--- src/rtl/vector_ram_reader_if.sv ---
// vector_ram_if: P-lane request/response bus between a vector RAM initiator
// and slave. One handshake (valid && ready) carries P lane addresses; the
// slave answers in order with rvalid and P lanes of rdata.
interface vector_ram_if #(
  parameter int LENGTH      = 32,
  parameter int DATA_WIDTH  = 32,
  parameter int PARALLELISM = 4
) ();
  localparam int ADDR_WIDTH = $clog2(LENGTH);

  logic                  valid;
  logic                  write;
  logic [ADDR_WIDTH-1:0] addr  [PARALLELISM];
  logic [DATA_WIDTH-1:0] wdata [PARALLELISM];
  logic                  ready;
  logic [DATA_WIDTH-1:0] rdata [PARALLELISM];
  logic                  rvalid;

  modport master (
    output valid, write, addr, wdata,
    input  ready, rdata, rvalid
  );

  modport slave (
    input  valid, write, addr, wdata,
    output ready, rdata, rvalid
  );
endinterface

--- src/rtl/vector_ram_reader.sv ---
// vector_ram_reader: streams `count` consecutive elements starting at
// `base_addr` out of a vector RAM as PARALLELISM-wide beats with per-lane
// keep and a last flag. Requests are credit-limited so that every response
// has a guaranteed FIFO slot; responses are assumed to return in order.
//
// Optional feature macro: VECTOR_RAM_READER_STRIDE_EN adds a `stride` input
// (latched at start); element k then lives at base + k*stride. Without the
// macro the stride is fixed at 1.
//
// state  | meaning
// -------+-----------------------------------------------------------
// IDLE   | waiting for start; burst parameters latched on accept
// ISSUE  | issuing beat requests while credits allow
// DRAIN  | all requests issued; waiting for the last beat to be popped
// DONE   | one-cycle completion pulse, then back to IDLE
module vector_ram_reader #(
  parameter  int NUMBER_OF_RAMS = 2,
  parameter  int LENGTH         = 32,
  parameter  int DATA_WIDTH     = 32,
  parameter  int PARALLELISM    = 4,
  parameter  int FIFO_DEPTH     = 4,
  localparam int ADDR_WIDTH     = $clog2(LENGTH),
  localparam int CNT_WIDTH      = $clog2(LENGTH + 1)
) (
  input  logic                              clk,
  input  logic                              rst_n,
  input  logic                              start,
  input  logic [ADDR_WIDTH-1:0]             base_addr,
  input  logic [CNT_WIDTH-1:0]              count,
`ifdef VECTOR_RAM_READER_STRIDE_EN
  input  logic [ADDR_WIDTH-1:0]             stride,
`endif
  output logic                              busy,
  output logic                              done,
  vector_ram_if.master                      ram,
  output logic                              out_valid,
  input  logic                              out_ready,
  output logic [PARALLELISM*DATA_WIDTH-1:0] out_data,
  output logic [PARALLELISM-1:0]            out_keep,
  output logic                              out_last
);

  // Element indices run up to count + PARALLELISM, so they get headroom.
  localparam int IDX_W   = CNT_WIDTH + $clog2(PARALLELISM) + 1;
  localparam int OCC_W   = $clog2(FIFO_DEPTH + 1);
  localparam int PTR_W   = $clog2(FIFO_DEPTH);
  localparam int BEAT_W  = PARALLELISM * DATA_WIDTH;
  localparam int ENTRY_W = BEAT_W + PARALLELISM + 1;

  // NUMBER_OF_RAMS only travels with the bus; it is sanity-checked here.
  if (NUMBER_OF_RAMS < 1 || FIFO_DEPTH < 2) begin : g_param_check
    $error("vector_ram_reader: NUMBER_OF_RAMS must be >= 1 and FIFO_DEPTH >= 2");
  end

  typedef enum logic [1:0] {
    S_IDLE  = 2'd0,
    S_ISSUE = 2'd1,
    S_DRAIN = 2'd2,
    S_DONE  = 2'd3
  } state_t;

  state_t                state_q, state_d;
  logic [ADDR_WIDTH-1:0] base_q, base_d;
  logic [CNT_WIDTH-1:0]  count_q, count_d;
  logic [IDX_W-1:0]      req_elem_q, req_elem_d;
  logic [IDX_W-1:0]      rsp_elem_q, rsp_elem_d;
  logic [OCC_W-1:0]      outstanding_q, outstanding_d;
  logic [OCC_W-1:0]      fifo_count_q, fifo_count_d;
  logic [PTR_W-1:0]      wr_ptr_q, wr_ptr_d;
  logic [PTR_W-1:0]      rd_ptr_q, rd_ptr_d;
  logic [ENTRY_W-1:0]    mem_q [FIFO_DEPTH];
  logic [ENTRY_W-1:0]    mem_d [FIFO_DEPTH];
  logic [ADDR_WIDTH-1:0] stride_eff;

`ifdef VECTOR_RAM_READER_STRIDE_EN
  logic [ADDR_WIDTH-1:0] stride_q, stride_d;
  assign stride_eff = stride_q;
`else
  assign stride_eff = ADDR_WIDTH'(1);
`endif

  logic                  accept;
  logic                  credit_ok;
  logic                  req_valid;
  logic                  req_fire;
  logic                  req_last;
  logic                  rsp_push;
  logic                  pop;
  logic                  fifo_nempty;
  logic [ENTRY_W-1:0]    head_entry;
  logic                  head_last;
  logic [BEAT_W-1:0]     push_data;
  logic [PARALLELISM-1:0] push_keep;
  logic                  push_last;
  logic [ENTRY_W-1:0]    push_entry;
  logic [ADDR_WIDTH-1:0] lane_addr [PARALLELISM];

  function automatic logic [PTR_W-1:0] ptr_inc(input logic [PTR_W-1:0] p);
    return (p == PTR_W'(FIFO_DEPTH - 1)) ? '0 : p + PTR_W'(1);
  endfunction

  // Handshake qualifiers shared by the FSM and the datapath.
  always_comb begin
    accept      = (state_q == S_IDLE) && start;
    // Slots already promised (queued + in flight) must leave room for one more beat.
    credit_ok   = ({1'b0, fifo_count_q} + {1'b0, outstanding_q}) < (OCC_W + 1)'(FIFO_DEPTH);
    req_valid   = (state_q == S_ISSUE) && credit_ok;
    req_fire    = req_valid && ram.ready;
    req_last    = (req_elem_q + IDX_W'(PARALLELISM)) >= IDX_W'(count_q);
    // A response with nothing in flight (e.g. left over from before a reset) is dropped.
    rsp_push    = ram.rvalid && (outstanding_q != '0);
    fifo_nempty = (fifo_count_q != '0);
    head_entry  = mem_q[rd_ptr_q];
    head_last   = head_entry[ENTRY_W-1];
    pop         = fifo_nempty && out_ready;
  end

  // FSM state register.
  always_ff @(posedge clk or negedge rst_n) begin
    if (!rst_n) begin
      state_q <= S_IDLE;
    end else begin
      state_q <= state_d;
    end
  end

  // FSM next-state logic.
  always_comb begin
    state_d = state_q;
    unique case (state_q)
      S_IDLE: begin
        if (start) begin
          state_d = (count == '0) ? S_DONE : S_ISSUE;
        end
      end
      S_ISSUE: begin
        if (req_fire && req_last) begin
          state_d = S_DRAIN;
        end
      end
      S_DRAIN: begin
        if (pop && head_last) begin
          state_d = S_DONE;
        end
      end
      S_DONE:  state_d = S_IDLE;
      default: state_d = S_IDLE;
    endcase
  end

  // FSM and bus outputs; address and FIFO head are zeroed when not valid.
  always_comb begin
    busy      = (state_q != S_IDLE);
    done      = (state_q == S_DONE);
    ram.valid = req_valid;
    ram.write = 1'b0;
    for (int j = 0; j < PARALLELISM; j++) begin
      ram.addr[j]  = req_valid ? lane_addr[j] : '0;
      ram.wdata[j] = '0;
    end
    out_valid = fifo_nempty;
    out_data  = fifo_nempty ? head_entry[BEAT_W-1:0] : '0;
    out_keep  = fifo_nempty ? head_entry[BEAT_W +: PARALLELISM] : '0;
    out_last  = fifo_nempty ? head_last : 1'b0;
  end

  // Lane addresses for the current request beat; wrap falls out of truncation.
  always_comb begin
    for (int j = 0; j < PARALLELISM; j++) begin
      lane_addr[j] = base_q + ADDR_WIDTH'(req_elem_q + IDX_W'(j)) * stride_eff;
    end
  end

  // Burst parameters and request/response element cursors.
  always_comb begin
    base_d     = base_q;
    count_d    = count_q;
    req_elem_d = req_elem_q;
    rsp_elem_d = rsp_elem_q;
`ifdef VECTOR_RAM_READER_STRIDE_EN
    stride_d   = stride_q;
`endif
    if (accept) begin
      base_d     = base_addr;
      count_d    = count;
      req_elem_d = '0;
      rsp_elem_d = '0;
`ifdef VECTOR_RAM_READER_STRIDE_EN
      stride_d   = stride;
`endif
    end else begin
      if (req_fire) begin
        req_elem_d = req_elem_q + IDX_W'(PARALLELISM);
      end
      if (rsp_push) begin
        rsp_elem_d = rsp_elem_q + IDX_W'(PARALLELISM);
      end
    end
  end

  // In-flight request counter; a simultaneous issue and return cancel out.
  always_comb begin
    outstanding_d = outstanding_q;
    if (req_fire && !rsp_push) begin
      outstanding_d = outstanding_q + OCC_W'(1);
    end else if (!req_fire && rsp_push) begin
      outstanding_d = outstanding_q - OCC_W'(1);
    end
  end

  // Response beat: keep/last come from the response-side element cursor.
  always_comb begin
    push_data = '0;
    push_keep = '0;
    for (int j = 0; j < PARALLELISM; j++) begin
      push_data[j*DATA_WIDTH +: DATA_WIDTH] = ram.rdata[j];
      push_keep[j] = (rsp_elem_q + IDX_W'(j)) < IDX_W'(count_q);
    end
    push_last  = (rsp_elem_q + IDX_W'(PARALLELISM)) >= IDX_W'(count_q);
    push_entry = {push_last, push_keep, push_data};
  end

  // Output FIFO: occupancy counter decides full/empty; credits prevent overflow.
  always_comb begin
    mem_d        = mem_q;
    wr_ptr_d     = wr_ptr_q;
    rd_ptr_d     = rd_ptr_q;
    fifo_count_d = fifo_count_q;
    if (rsp_push) begin
      mem_d[wr_ptr_q] = push_entry;
      wr_ptr_d        = ptr_inc(wr_ptr_q);
    end
    if (pop) begin
      rd_ptr_d = ptr_inc(rd_ptr_q);
    end
    unique case ({rsp_push, pop})
      2'b10:   fifo_count_d = fifo_count_q + OCC_W'(1);
      2'b01:   fifo_count_d = fifo_count_q - OCC_W'(1);
      default: fifo_count_d = fifo_count_q;
    endcase
  end

  // Datapath registers; reset clears credits and the FIFO mid-burst too.
  always_ff @(posedge clk or negedge rst_n) begin
    if (!rst_n) begin
      base_q        <= '0;
      count_q       <= '0;
      req_elem_q    <= '0;
      rsp_elem_q    <= '0;
      outstanding_q <= '0;
      fifo_count_q  <= '0;
      wr_ptr_q      <= '0;
      rd_ptr_q      <= '0;
      for (int i = 0; i < FIFO_DEPTH; i++) begin
        mem_q[i] <= '0;
      end
`ifdef VECTOR_RAM_READER_STRIDE_EN
      stride_q      <= '0;
`endif
    end else begin
      base_q        <= base_d;
      count_q       <= count_d;
      req_elem_q    <= req_elem_d;
      rsp_elem_q    <= rsp_elem_d;
      outstanding_q <= outstanding_d;
      fifo_count_q  <= fifo_count_d;
      wr_ptr_q      <= wr_ptr_d;
      rd_ptr_q      <= rd_ptr_d;
      for (int i = 0; i < FIFO_DEPTH; i++) begin
        mem_q[i] <= mem_d[i];
      end
`ifdef VECTOR_RAM_READER_STRIDE_EN
      stride_q      <= stride_d;
`endif
    end
  end

endmodule

--- src/flat_wrapper.sv ---
// flat-port wrapper written by rule: the top's interface ports become plain ports
module vector_ram_reader_flat 
#(
  parameter  int NUMBER_OF_RAMS = 2,
  parameter  int LENGTH         = 32,
  parameter  int DATA_WIDTH     = 32,
  parameter  int PARALLELISM    = 4,
  parameter  int FIFO_DEPTH     = 4,
  localparam int ADDR_WIDTH     = $clog2(LENGTH),
  localparam int CNT_WIDTH      = $clog2(LENGTH + 1)
)
  (clk, rst_n, start, base_addr, count, busy, done, out_valid, out_ready, out_data, out_keep, out_last, ram_valid, ram_write, ram_addr, ram_wdata, ram_ready, ram_rdata, ram_rvalid);
  vector_ram_if #(.LENGTH(LENGTH), .DATA_WIDTH(DATA_WIDTH), .PARALLELISM(PARALLELISM)) ram_i ();
  input  logic clk;
  input  logic rst_n;
  input  logic start;
  input  logic [ADDR_WIDTH-1:0] base_addr;
  input  logic [CNT_WIDTH-1:0] count;
  output logic busy;
  output logic done;
  output logic out_valid;
  input  logic out_ready;
  output logic [PARALLELISM*DATA_WIDTH-1:0] out_data;
  output logic [PARALLELISM-1:0] out_keep;
  output logic out_last;
  output wire logic [$bits(ram_i.valid)-1:0] ram_valid;
  output wire logic [$bits(ram_i.write)-1:0] ram_write;
  output wire logic [$bits(ram_i.addr)-1:0] ram_addr;
  output wire logic [$bits(ram_i.wdata)-1:0] ram_wdata;
  input wire logic [$bits(ram_i.ready)-1:0] ram_ready;
  input wire logic [$bits(ram_i.rdata)-1:0] ram_rdata;
  input wire logic [$bits(ram_i.rvalid)-1:0] ram_rvalid;
  assign ram_valid = ram_i.valid;
  assign ram_write = ram_i.write;
  assign ram_addr = {>>{ram_i.addr}};
  assign ram_wdata = {>>{ram_i.wdata}};
  assign ram_i.ready = ram_ready;
  assign ram_i.rdata = {>>{ram_rdata}};
  assign ram_i.rvalid = ram_rvalid;
  vector_ram_reader #(.NUMBER_OF_RAMS(NUMBER_OF_RAMS), .LENGTH(LENGTH), .DATA_WIDTH(DATA_WIDTH), .PARALLELISM(PARALLELISM), .FIFO_DEPTH(FIFO_DEPTH)) u_core (.clk(clk), .rst_n(rst_n), .start(start), .base_addr(base_addr), .count(count), .busy(busy), .done(done), .ram(ram_i), .out_valid(out_valid), .out_ready(out_ready), .out_data(out_data), .out_keep(out_keep), .out_last(out_last));
endmodule
--- config.mk ---
export PLATFORM = sky130hd
export DESIGN_NAME = vector_ram_reader_flat
export DESIGN_NICKNAME = d
export VERILOG_FILES = /design/src/rtl/vector_ram_reader_if.sv /design/src/rtl/vector_ram_reader.sv /design/src/flat_wrapper.sv
export SDC_FILE = /design/constraint.sdc
export NUM_CORES = 1
export LEC_CHECK = 0
export BUFFER_PORTS_ARGS = -buffer_cell sky130_fd_sc_hd__buf_2
export CELL_PAD_IN_SITES_DETAIL_PLACEMENT = 0
export CELL_PAD_IN_SITES_GLOBAL_PLACEMENT = 2
export CORE_UTILIZATION = 39
export CTS_BUF_LIST = sky130_fd_sc_hd__clkbuf_8 sky130_fd_sc_hd__clkbuf_16
export CTS_CLUSTER_SIZE = 8
export DETAILED_ROUTE_END_ITERATION = 7
export PLACE_DENSITY = 0.86
export RECOVER_POWER = 25
export SYNTH_ARGS = -nofsm -noshare
export SYNTH_HDL_FRONTEND = slang
export SYNTH_SLANG_ARGS = --single-unit
--- constraint.sdc ---
create_clock -name clk -period 3.49 [get_ports clk]
set_clock_uncertainty 0.15 [all_clocks]
set_input_delay 0.5235 -clock clk [delete_from_list [all_inputs] [get_ports clk]]
set_output_delay 0.5235 -clock clk [all_outputs]
set_load 0.03 [all_outputs]
=== Word-level counts from Yosys, hierarchy flattened ===
Cells that the tools add are included.

* Register bits: 573
* Output and inout bits: 286
* Word-level logic and storage cells: 103

* $add $sub $neg: 19
* $lt $le $gt $ge: 10
* Eq/ne operators: 10
* Multiplexer cells: 27
* Bitwise logic cells: 2
* Reduce and logical (&&, ||, !) cells: 22

{| class="wikitable"
|+ Operators with widths
! cell !! number
|-
| 532-bit bitwise mux || 1
|-
| 133-bit 2-to-1 mux || 3
|-
| 133-bit binary-select mux with 2-bit select || 1
|-
| 133-bit demux with 2-bit select || 1
|-
| 128-bit 2-to-1 mux || 1
|-
| 9-bit by 6-bit < comparator with 1-bit output || 4
|-
| 9-bit 2-to-1 mux || 4
|-
| 5-bit adder || 4
|-
| 5-bit 2-to-1 mux || 4
|-
| 9-bit by 2-bit adder with 9-bit output, second input constant || 2
|-
| 9-bit by 3-bit adder with 9-bit output, second input constant || 2
|-
| 9-bit by 6-bit greater-or-equal comparator with 1-bit output || 2
|-
| 2-bit 2-to-1 mux || 6
|-
| 5-bit by 2-bit adder with 5-bit output, second input constant || 2
|-
| 2-bit equality test, second input constant || 5
|-
| 1-bit logical AND || 10
|-
| 2-bit nonzero test || 5
|-
| 9-bit by 1-bit adder with 9-bit output, second input constant || 1
|-
| 2-bit case mux with 4 select lines || 1
|-
| 3-bit by 1-bit adder with 3-bit output, second input constant || 2
|-
| 3-bit greater-or-equal comparator, second input constant || 2
|-
| 6-bit zero test || 1
|-
| 3-bit 2-to-1 mux || 2
|-
| 2-bit NOT with 3-bit output || 2
|-
| other kinds (16) || 22
|}

=== Logic depth before layout (Yosys ltp) ===
Gate-level depths: netlist of the first run.

* Depth after elaboration: 8
* Mapped depth: 11
* Depth with buffers taken out: 11

=== Worst setup path after synthesis of the first run ===
Ideal clock, no wire load.

* Path type: register to output
* Start point: register u_core.fifo_count_q[2]
* End point: output port ram_addr[12]
* Arrival time: 1.945 ns
* Data required time: 2.816 ns
* Setup slack: 0.872 ns
* Stages on the path, launching flop included: 6
* Path buffers: 1
* Cell sequence: dfrtp_1 ha_1 nor4b_4 nand2_1 clkbuf_1 nor2_1

* Cells in the longest elaborated chain, start to end: 4

{| class="wikitable"
|+ RTL lines
! what !! line !! RTL
|-
| start: declaration || vector_ram_reader.sv:68 || <nowiki>logic [OCC_W-1:0] fifo_count_q, fifo_count_d;</nowiki>
|-
| start signal: assignment || vector_ram_reader.sv:266 || <nowiki>fifo_count_q <= fifo_count_d;</nowiki>
|-
| 3-bit by 3-bit adder with 4-bit output || vector_ram_reader.sv:106 || <nowiki>credit_ok = ({1'b0, fifo_count_q} + {1'b0, outstanding_q}) < (OCC_W + 1)'(FIFO_DEPTH);</nowiki>
|-
| 4-bit by 3-bit < comparator with 1-bit output || vector_ram_reader.sv:106 ||
|-
| 1-bit logical AND || vector_ram_reader.sv:107 || <nowiki>req_valid = (state_q == S_ISSUE) && credit_ok;</nowiki>
|-
| 5-bit 2-to-1 mux || vector_ram_reader.sv:158 || <nowiki>ram.addr[j] = req_valid ? lane_addr[j] : '0;</nowiki>
|-
| end: declaration || flat_wrapper.sv:28 || <nowiki>output wire logic [$bits(ram_i.addr)-1:0] ram_addr;</nowiki>
|}

No other way between the ends.

=== Worst setup path after layout of the first run ===
* Start point: register u_core.rd_ptr_q[0]
* End point: output port out_data[12]

* Cells in the longest elaborated chain, start to end: 5

{| class="wikitable"
|+ RTL lines
! what !! line !! RTL
|-
| start: declaration || vector_ram_reader.sv:70 || <nowiki>logic [PTR_W-1:0] rd_ptr_q, rd_ptr_d;</nowiki>
|-
| start signal: assignment || vector_ram_reader.sv:268 || <nowiki>rd_ptr_q <= rd_ptr_d;</nowiki>
|-
| 2-bit NOT with 3-bit output (implied by the code) || vector_ram_reader.sv:113 || <nowiki>head_entry = mem_q[rd_ptr_q];</nowiki>
|-
| 133-bit binary-select mux with 2-bit select || vector_ram_reader.sv:113 ||
|-
| 133-bit 2-to-1 mux (implied by the code) (2 in a row) || vector_ram_reader.sv:113 ||
|-
| 128-bit 2-to-1 mux || vector_ram_reader.sv:162 || <nowiki>out_data = fifo_nempty ? head_entry[BEAT_W-1:0] : '0;</nowiki>
|-
| end: declaration || flat_wrapper.sv:23 || <nowiki>output logic [PARALLELISM*DATA_WIDTH-1:0] out_data;</nowiki>
|}

No other way between the ends. The select of a mux whose other input is x is not followed.

==> metrics.md, run 1 <==
| Metric | Value |
|---|---|
| Die Footprint | 71800 um^2 |
| Routed WL | 69000 um |
| CP Capture Type | primary output |
| Post-Syn Area | 27600 um^2 |
| Port bufs | 301 |
| Post-synthesis sequential area ratio | 51.6% |
| Total GRT Usage | 19.4% |
| Post-synth cell types | 46 |
| Final setup TNS | 0 ns |
| GPL Wtd Cong | 0.796 |
| WL/cell | 19.3 um |
| Row count | 97 |
| Initial antenna violation count | 4 |
| First-pass GRT wire length | 108000 um |
| Final min period | 3.26 ns |
| Num ports | 431 |
| Yosys reg bits | 569 |
| Crit-path max FO | 65 |
| CTS tree | done |
| Number of synthesized flops with an enable pin | 0 |
| Vias | 17800 |
| Die Height | 268 um |
| Fmax | 307 MHz |
| Reg area | 14200 um^2 |
| Fin area | 33500 um^2 |
| Worst-Skew Late Latency | 0.61 ns |
| Failing checks | max-capacitance violations, max-slew violations |
| Critical setup path kind | reg2out |
| Starting Density | 39.4% |
| ANT nets after route | 0 |
| Mean Syn Cell Area | 12.7 um^2 |
| NumNets Final | 2806 |
| Hold Path Stages | 3 |
| Final period utilization | 93.4% |
| Num CTS Buffers | 81 |
| Grt ovf | 0 |
| Peak VDD IR | 0.707 mV |
| Reg clk slew, reported paths | 0.05 ns |
| Fill count | 6278 |
| Area after DPL | 29900 um^2 |
| Worst rel slew slack | -63.9% |
| R2R setup slack | 0.81 ns |
| Worst Hold Class | in2reg |
| H-tree depth | 3 |
| R2R cell count | 10 |
| Core area | 70000 um^2 |
| Area of the multi-input gates | 12200 um^2 |
| Chip Width | 268 um |
| LEAKAGE | 0.0156 uW |
| Pin count of the biggest net entering global routing | 90 |
| Vias in the first global route | 19300 |
| Max cap viols | 1 |
| Layout cell share with drive strength beyond 1 | 37.0% |
| Post-Syn Instances | 2172 |
| Clock sinks | 569 |
| Power per Cell Area | 1090 nW/um^2 |
| DRC | 0 |
| Hold Vio Cnt, Final | 0 |
| Detail Placement HPWL | 42000 um |
| Run status | finished with violations |
| Worst Setup Start Kind | register |
| Avg Vias per Cell | 4.98 |
| Initial drt markers | 1011 |
| RSZ-0062 raised after global routing | no |
| Post-CTS Setup Inserts | 0 |
| Synth-to-Final Area Change | 21.3% |
| Synth warn | 0 |
| Fin. max-slew vios | 76 |
| Root buffer cell | clkbuf_16 |
| Tightest Pin Transition | 2.46 ns |
| Required time worst endpoint | 2.82 ns |
| Crit path DAT | 2.59 ns |
| Clock Path Buffers | 3 |
| # setup viols final | 0 |
| DRT Pass-1 Iters | 6 |
| Ys async rst share | 100% |
| Dominant synthesized flop cell | dfrtp_1 |
power breakdown:
| group | switching [uW] | internal [uW] |
|---|---|---|
| logic | 9680 | 7950 |
| clock network | 2880 | 4170 |
| registers | 1800 | 9880 |
Yosys cell counts (2+ instances only):
library cell / instances / area (um^2)
conb_1: 2 / 7.51
nand2_2: 3 / 18.8
a211oi_1: 3 / 22.5
nor2_1: 35 / 131
fa_1: 5 / 100
and2_1: 135 / 845
buf_1: 6 / 22.5
o41ai_1: 12 / 105
o21a_1: 6 / 45.0
clkbuf_1: 48 / 180
nand2_1: 440 / 1650
mux2i_1: 4 / 40.0
a31oi_1: 5 / 31.3
inv_1: 23 / 86.3
mux4_2: 133 / 3000
buf_4: 146 / 1100
or3_1: 5 / 31.3
nor2b_1: 2 / 12.5
and3_1: 6 / 37.5
nand3_1: 9 / 45.0
o31a_1: 3 / 26.3
xor2_1: 17 / 149
mux2_2: 386 / 4350
nor3_1: 4 / 20.0
a21o_1: 2 / 15.0
buf_2: 58 / 290
a21oi_1: 13 / 65.1
ha_1: 43 / 538
xnor2_1: 16 / 140
dfrtp_1: 569 / 14200
o21ai_0: 16 / 80.1
buf_6: 3 / 33.8
cell usage in the layout (no fill, tap or decap), types with 3 or more instances in the layout:
cell,Yosys,routed
xor2_1,17,17
buf_12,0,26
o21ai_0,16,16
fa_1,5,5
a211oi_1,3,3
and2_1,135,135
xnor2_1,16,16
dfrtp_1,569,567
and3_1,6,6
mux4_2,133,133
o21a_1,6,6
inv_16,0,3
or3_1,5,4
clkbuf_1,48,4
o41ai_1,12,12
a21oi_1,13,13
buf_2,58,301
clkbuf_16,0,81
diode_2,0,3
mux2_2,386,386
ha_1,43,43
nand2_1,440,438
a31oi_1,5,5
buf_4,146,19
conb_1,2,130
dlygate4sd3_1,0,139
nor3_1,4,4
nor2_1,35,35
o31a_1,3,3
nand2_8,0,3
inv_1,23,27
nand3_1,9,9
mux2i_1,4,4
metrics by stage:
step / hold WS, ns / setup WS (ns) / util [%] / std cells / power (uW)
after CTS: 0.00461 / 0.0936 / 47.8 / 3564 / 36900
final: 0.0437 / 0.231 / 47.8 / 3567 / 36400
after global placement: 0.302 / 0.799 / 42.7 / 3331 / 28800
after detailed placement: 0.307 / 0.772 / 42.7 / 3331 / 29400
after floorplan: 0.0779 / 0.872 / - / 2300 / 24400
after global routing: 0.0324 / 0.0789 / 47.8 / 3567 / 38600
worst max-delay path, stage by stage (launching register included):
cell and delay [ns]:
dfrtp_4 0.46, buf_12 0.45, mux4_2 0.59, and2_1 0.19
buf_2 0.18
metal layers:
layer  track usage [%]  share of wire (%)  vias to the layer above
li1                  -                  -                     8063
met1              24.8                 42                     9225
met2              32.9                 51                      399
met3              4.21                4.9                       88
met4              5.48                2.1                        2
met5                 0              0.019                        -
layout make-up:
cell class,instances,area share [%]
Sequential cell,569,42.6
Multi-Input combinational cell,1447,36.4
Timing Repair Buffer,491,10.7
Clock buffer,83,6.14
Tap cell,940,3.51
Clock inverter,11,0.415
Inverter,23,0.258
Antenna cell,3,0.0224
worst paths after layout:
kind | start | endpoint
worst min register to register | u_core.mem_q[170]$_DFFE_PN0P_ | u_core.mem_q[170]$_DFFE_PN0P_
worst min-delay path | ram_rdata[35] | u_core.mem_q[200]$_DFFE_PN0P_
max in group asynchronous | rst_n | u_core.mem_q[418]$_DFFE_PN0P_
min in group asynchronous | rst_n | u_core.mem_q[186]$_DFFE_PN0P_
worst max register to register | u_core.fifo_count_q[2]$_DFFE_PN0P_ | u_core.outstanding_q[2]$_DFFE_PN0P_
worst max-delay path | u_core.rd_ptr_q[0]$_DFFE_PN0P_ | out_data[12]
what timing repair did:
item,CTS,global route
hold buffers,139,0
hold endpoints to repair,327,0
endpoints found under the setup margin,0,2
gates resized for setup,0,1
cell families after synthesis:
| group | count (synthesis) | share of synthesized area [%] |
|---|---|---|
| mux | 523 | 26.8 |
| compound gates | 66 | 1.59 |
| flops | 569 | 51.6 |
| buf+inv | 284 | 6.20 |
| simple gates | 647 | 10.4 |
| xor+xnor | 33 | 1.05 |
| other cells | 2 | 0.0272 |
| fa+ha+maj | 48 | 2.31 |
sequential cells by signal (all words and copies together), names as in the netlist:
name and flops:
u_core.mem_q 532, u_core.count_q 6, u_core.state_q 2, u_core.fifo_count_q 3
u_core.rsp_elem_q 7, u_core.wr_ptr_q 2, u_core.req_elem_q 7, u_core.rd_ptr_q 2
u_core.outstanding_q 3, u_core.base_q 5
Note: power is estimated with default switching activity, not from simulation.
==> inputs of run 2 (changes only) <==
Clock period 3.49 ns to 3.5 ns, I/O delays scaled along.
==> run 2 against run 1 <==
Net effect:
- the flow still finishes with violations (max-capacitance violations, max-slew violations)
- routed wire length hardly changed
- critical path depth up 2
- global-route usage fell by 0.15 points
- sequential power barely moved
- critical path type unchanged
- largest power group unchanged
- highest routed layer unchanged
==> metrics.md, run 2 (synthesis results as in run 1) <==
| Metric | Value |
|---|---|
| Run status | finished with violations |
| Failing checks | max-capacitance violations, max-slew violations |
| Grt ovf | 0 |
| Hold Path Stages | 3 |
| Row count | 97 |
| Clock Path Buffers | 3 |
| DRT Pass-1 Iters | 5 |
| Initial drt markers | 941 |
| NumNets Final | 2795 |
| Power per Cell Area | 1090 nW/um^2 |
| Final period utilization | 94.6% |
| GPL Wtd Cong | 0.838 |
| Dpl cells | 3326 |
| Port bufs | 301 |
| Clock sinks | 569 |
| Max cap viols | 1 |
| Critical setup path kind | reg2out |
| DRC | 0 |
| # setup viols final | 0 |
| Most common cell after layout, fill and taps aside | dfrtp_1 |
| Synth-to-Final Area Change | 21.0% |
| H-tree depth | 3 |
| Routed WL | 68900 um |
| Num ports | 431 |
| Reg clk slew, reported paths | 0.05 ns |
| Root buffer cell | clkbuf_16 |
| Detail Placement HPWL | 42700 um |
| Largest register FFs | 532 |
| Starting Density | 39.4% |
| CTS Hold Bufs | 132 |
| Total GRT Usage | 19.2% |
| Regs by FF count | u_core.mem_q x532, u_core.req_elem_q x7, u_core.rsp_elem_q x7 |
| RSZ-0062 raised after global routing | no |
| CTS tree | done |
| Hold Vio Cnt, Final | 0 |
| Die Height | 268 um |
| Initial antenna violation count | 5 |
| Min setup slack post-route | 0.189 ns |
| Largest Register | u_core.mem_q |
| Worst rel slew slack | -50.3% |
| ANT nets after route | 0 |
| Post-layout power | 36400 uW |
| Post-CTS Setup Inserts | 0 |
| R2R cell count | 10 |
| Final setup TNS | 0 ns |
| Die Footprint | 71800 um^2 |
| WL/cell | 19.4 um |
| CP Capture Type | primary output |
| Vias | 17700 |
| Crit-path max FO | 17 |
| Worst Setup Start Kind | register |
| Fill count | 6252 |
| R2R setup slack | 0.82 ns |
| Peak VDD IR | 0.637 mV |
| Layout Utilization | 47.7% |
| Finished Layout Cells | 3560 |
| Layout cell share with drive strength beyond 1 | 37.1% |
| Fmax | 302 MHz |
| Worst-Skew Late Latency | 0.60 ns |
| Fin. max-slew vios | 67 |
| Worst Hold Class | in2reg |
| Crit path DAT | 2.64 ns |
| Required time worst endpoint | 2.82 ns |
| LEAKAGE | 0.0156 uW |
| Tightest Pin Transition | 2.26 ns |
| Avg Vias per Cell | 4.98 |
| Vias in the first global route | 19100 |
| Reg area | 14200 um^2 |
| Area of the multi-input gates | 12200 um^2 |
| Pre-CTS setup slack | 0.788 ns |
| Pin count of the biggest net entering global routing | 94 |
| Commonest non-fill, non-tap cells in the layout | 567 x dfrtp_1, 439 x nand2_1, 386 x mux2_2, 300 x buf_2, 135 x and2_1 |
| First-pass GRT wire length | 107000 um |
| Chip Width | 268 um |
| Resize count post-CTS | 0 |
| Num CTS Buffers | 82 |
| Final min period | 3.31 ns |
| Core area | 70000 um^2 |
==> run 2: cell types whose count changed in the layout (fill, tap and decap cells not counted), sizes merged <==
cell	delta
dlygate4sd3	-7
inv	-1
clkbuf	+8
buf	-6
clkinv	-1
==> run 2: where the power goes <==
group	leakage [uW]	switching [uW]	internal [uW]
sequential	0.00688	1780	9850
combinational	0.00757	9700	7900
clock	0.00113	2770	4350
total	0.0156	14300	22100
==> run 2: cell type report <==
cell class                      count  share of cell area, %
Timing Repair Buffer              479                   10.3
Inverter                           23                  0.259
Tap cell                          940                   3.52
Clock buffer                       90                   6.55
Antenna cell                        3                 0.0225
Clock inverter                      9                  0.232
Sequential cell                   569                   42.7
Multi-Input combinational cell   1447                   36.5
==> run 2: final timing paths <==
kind                                                    start                                  end
max                        u_core.fifo_count_q[2]$_DFFE_PN0P_                            ram_valid
min                                             ram_rdata[34]        u_core.mem_q[199]$_DFFE_PN0P_
max reg2reg                u_core.fifo_count_q[2]$_DFFE_PN0P_  u_core.outstanding_q[2]$_DFFE_PN0P_
min reg2reg                     u_core.mem_q[254]$_DFFE_PN0P_        u_core.mem_q[254]$_DFFE_PN0P_
max in group asynchronous                               rst_n        u_core.mem_q[504]$_DFFE_PN0P_
min in group asynchronous                               rst_n        u_core.mem_q[417]$_DFFE_PN0P_
==> run 2: metrics by stage <==
stage	hold slack, ns	area (um^2)
final	0.0428	33400
after global routing	0.0252	33400
after floorplan	0.0794	28100
after CTS	0.000186	33400
after detailed placement	0.307	29800
after global placement	0.299	29800
==> run 2: per-layer routing <==
| metal | wire (um) | track usage [%] | vias up |
|---|---|---|---|
| met5 | 21 | 0 | - |
| met4 | 1300 | 5.41 | 4 |
| met3 | 3320 | 4.33 | 90 |
| met2 | 35600 | 33.1 | 330 |
| met1 | 28800 | 24.1 | 9220 |
| li1 | - | - | 8084 |
==> run 2: critical path: stages, from the launching register on <==
cell     delay (ns)
dfrtp_1        0.41
ha_1           0.34
nor4b_4        0.31
buf_4          0.19
nand2_1        0.28
inv_1          0.27
buf_2          0.24
==> inputs of run 3 (changes only) <==
Settings changed: CORE_MARGIN from default to 2.
==> run 3 against run 2 <==
Net effect:
- the flow still finishes with violations (max-capacitance violations, max-slew violations)
- routed wire length is 2.0% higher
- worst hold slack gained 0.0099 ns
- critical path depth down 2
- worst setup slack better by 0.069 ns
- power barely moved
- largest power group unchanged
- highest routed layer is now met4
==> metrics.md, run 3 (synthesis results as in run 1) <==
| Metric | Value |
|---|---|
| Run status | finished with violations |
| Failing checks | max-capacitance violations, max-slew violations |
| Worst Hold Class | in2reg |
| Required time worst endpoint | 2.82 ns |
| Worst-Skew Late Latency | 0.61 ns |
| First-pass GRT wire length | 111000 um |
| Clock power frac | 19.5% |
| Finished Layout Cells | 3554 |
| Worst Hold Launch | count[2] |
| Num ports | 431 |
| Row count | 97 |
| Max cap viols | 1 |
| Commonest non-fill, non-tap cells in the layout | 567 x dfrtp_1, 438 x nand2_1, 386 x mux2_2, 300 x buf_2, 135 x and2_1 |
| Die Height | 270 um |
| Vias | 17800 |
| Flop pwr share | 32.0% |
| Largest Register | u_core.mem_q |
| Final period utilization | 92.6% |
| Worst Setup SP | u_core.rd_ptr_q[0]$_DFFE_PN0P_ |
| Crit path DAT | 2.57 ns |
| Total GRT Usage | 19.2% |
| Final min period | 3.24 ns |
| Reg area | 14200 um^2 |
| R2R setup slack | 0.62 ns |
| CTS tree | done |
| Hold Vio Cnt, Final | 0 |
| Root buffer cell | clkbuf_16 |
| Port bufs | 301 |
| M2 GR Usage | 33.3% |
| Final setup TNS | 0 ns |
| Die Footprint | 72900 um^2 |
| Worst rel slew slack | -10.6% |
| Power per Cell Area | 1090 nW/um^2 |
| Area of the multi-input gates | 12200 um^2 |
| Met3 global-route usage | 3.65% |
| Most common cell after layout, fill and taps aside | dfrtp_1 |
| Clock sinks | 569 |
| Core area | 70000 um^2 |
| DRT Pass-1 Iters | 5 |
| Fin. max-slew vios | 94 |
| Net switching fraction of the power | 39.5% |
| Worst Setup Start Kind | register |
| # setup viols final | 0 |
| ANT nets after route | 0 |
| Worst Hold Endpoint | u_core.count_q[2]$_DFFE_PN0P_ |
| Post-layout power | 36400 uW |
| CP Capture Type | primary output |
| P_sw | 14400 uW |
| GRT busiest layer | met2 |
| Num CTS Buffers | 82 |
| WL/cell | 19.8 um |
| GPL Wtd Cong | 0.755 |
| Reg2reg start | u_core.outstanding_q[0]$_DFFE_PN0P_ |
| Detail Placement HPWL | 43300 um |
| Chip Width | 270 um |
| Largest register FFs | 532 |
| Critical setup path kind | reg2out |
| Pin count of the biggest net entering global routing | 98 |
| Layout cell share with drive strength beyond 1 | 36.8% |
| Hold Path Stages | 3 |
| NumNets Final | 2790 |
| H-tree depth | 3 |
| Grt ovf | 0 |
| Dpl cells | 3320 |
| Comb pwr share | 48.5% |
| Synth-to-Final Area Change | 20.7% |
| M1 GR Usage | 24.6% |
| Vias in the first global route | 19700 |
| Regs by FF count | u_core.mem_q x532, u_core.req_elem_q x7, u_core.rsp_elem_q x7 |
| FF-to-FF End | u_core.mem_q[443]$_DFFE_PN0P_ |
| RSZ-0062 raised after global routing | no |
| Crit-path max FO | 55 |
| Avg Vias per Cell | 5.02 |
| Layout Utilization | 47.5% |
| Starting Density | 39.4% |
| R2R cell count | 5 |
| Initial drt markers | 924 |
| DRC | 0 |
| Clock Path Buffers | 3 |
| Tightest Pin Transition | 1.66 ns |
| Routed WL | 70300 um |
| Initial antenna violation count | 3 |
| LEAKAGE | 0.0155 uW |
| Reg clk slew, reported paths | 0.05 ns |
| Fmax | 308 MHz |
| Peak VDD IR | 0.736 mV |
| Hold_ws | 0.0527 ns |
| Internal | 22000 uW |
| Fill count | 6288 |
-- run 3: cell types whose count changed in the layout (fill, tap and decap cells not counted), moves of 3 or more --
| cell | before | now |
|---|---|---|
| buf_4 | 18 | 13 |
| clkbuf_1 | 2 | 5 |
| clkbuf_2 | 5 | 1 |
| clkbuf_4 | 0 | 3 |
| clkbuf_8 | 6 | 3 |
-- run 3: critical path, cell delays in order (launching register included) --
cell and delay [ns]:
dfrtp_4 0.47, buf_12 0.40, mux4_2 0.63, and2_1 0.18, buf_2 0.17
-- run 3: what timing repair did --
| item | 4_1_cts | 5_1_grt |
|---|---|---|
| hold buffers | 132 | 0 |
| resized for setup | 0 | 1 |
| hold endpoints to repair | 218 | 0 |
| setup endpoints to repair | 0 | 4 |
| setup buffers | 0 | 1 |
-- run 3: power groups by stage --
stage / registers, uW / clock network, uW / logic (uW)
2_1_floorplan: 11000 / 0 / 13400
3_3_place_gp: 11500 / 0 / 17300
3_5_place_dp: 11800 / 0 / 17600
4_1_cts: 11700 / 7310 / 17800
5_1_grt: 12000 / 7600 / 19000
6_report: 11700 / 7090 / 17600
-- run 3: routing by layer --
layer  vias to the layer above  share of wire [%]
met1                      9248                 43
met2                       425                 51
met4                         0                2.0
met3                        92                4.6
li1                       8076                  -
met5                         -                  0
-- run 3: final cells by class --
cell class / instances / share of cell area [%]
flip-flops and latches: 569 / 42.8
multi-input cells: 1447 / 36.6
repair buffers: 474 / 10.1
clock buffers: 87 / 6.44
well taps: 940 / 3.53
clock inverters: 11 / 0.278
inverters: 23 / 0.259
diodes: 3 / 0.0226
-- run 3: worst max path at each step --
stage                    endpoint  slack [ns]  cells past startpoint
finish                out_data[9]        0.26                      4
global placement    out_data[111]        0.73                      4
floorplan            ram_addr[12]        0.88                      5
detailed placement  out_data[127]        0.71                      4
CTS                 out_data[107]        0.04                      4
global route          ram_addr[3]        0.10                      6
-- run 3: per-stage QoR --
| step | area, um^2 | setup slack (ns) |
|---|---|---|
| after floorplan | 28100 | 0.880 |
| after global placement | 29800 | 0.726 |
| after detailed placement | 29800 | 0.710 |
| after CTS | 33300 | 0.0356 |
| after global routing | 33300 | 0.105 |
| final | 33300 | 0.258 |
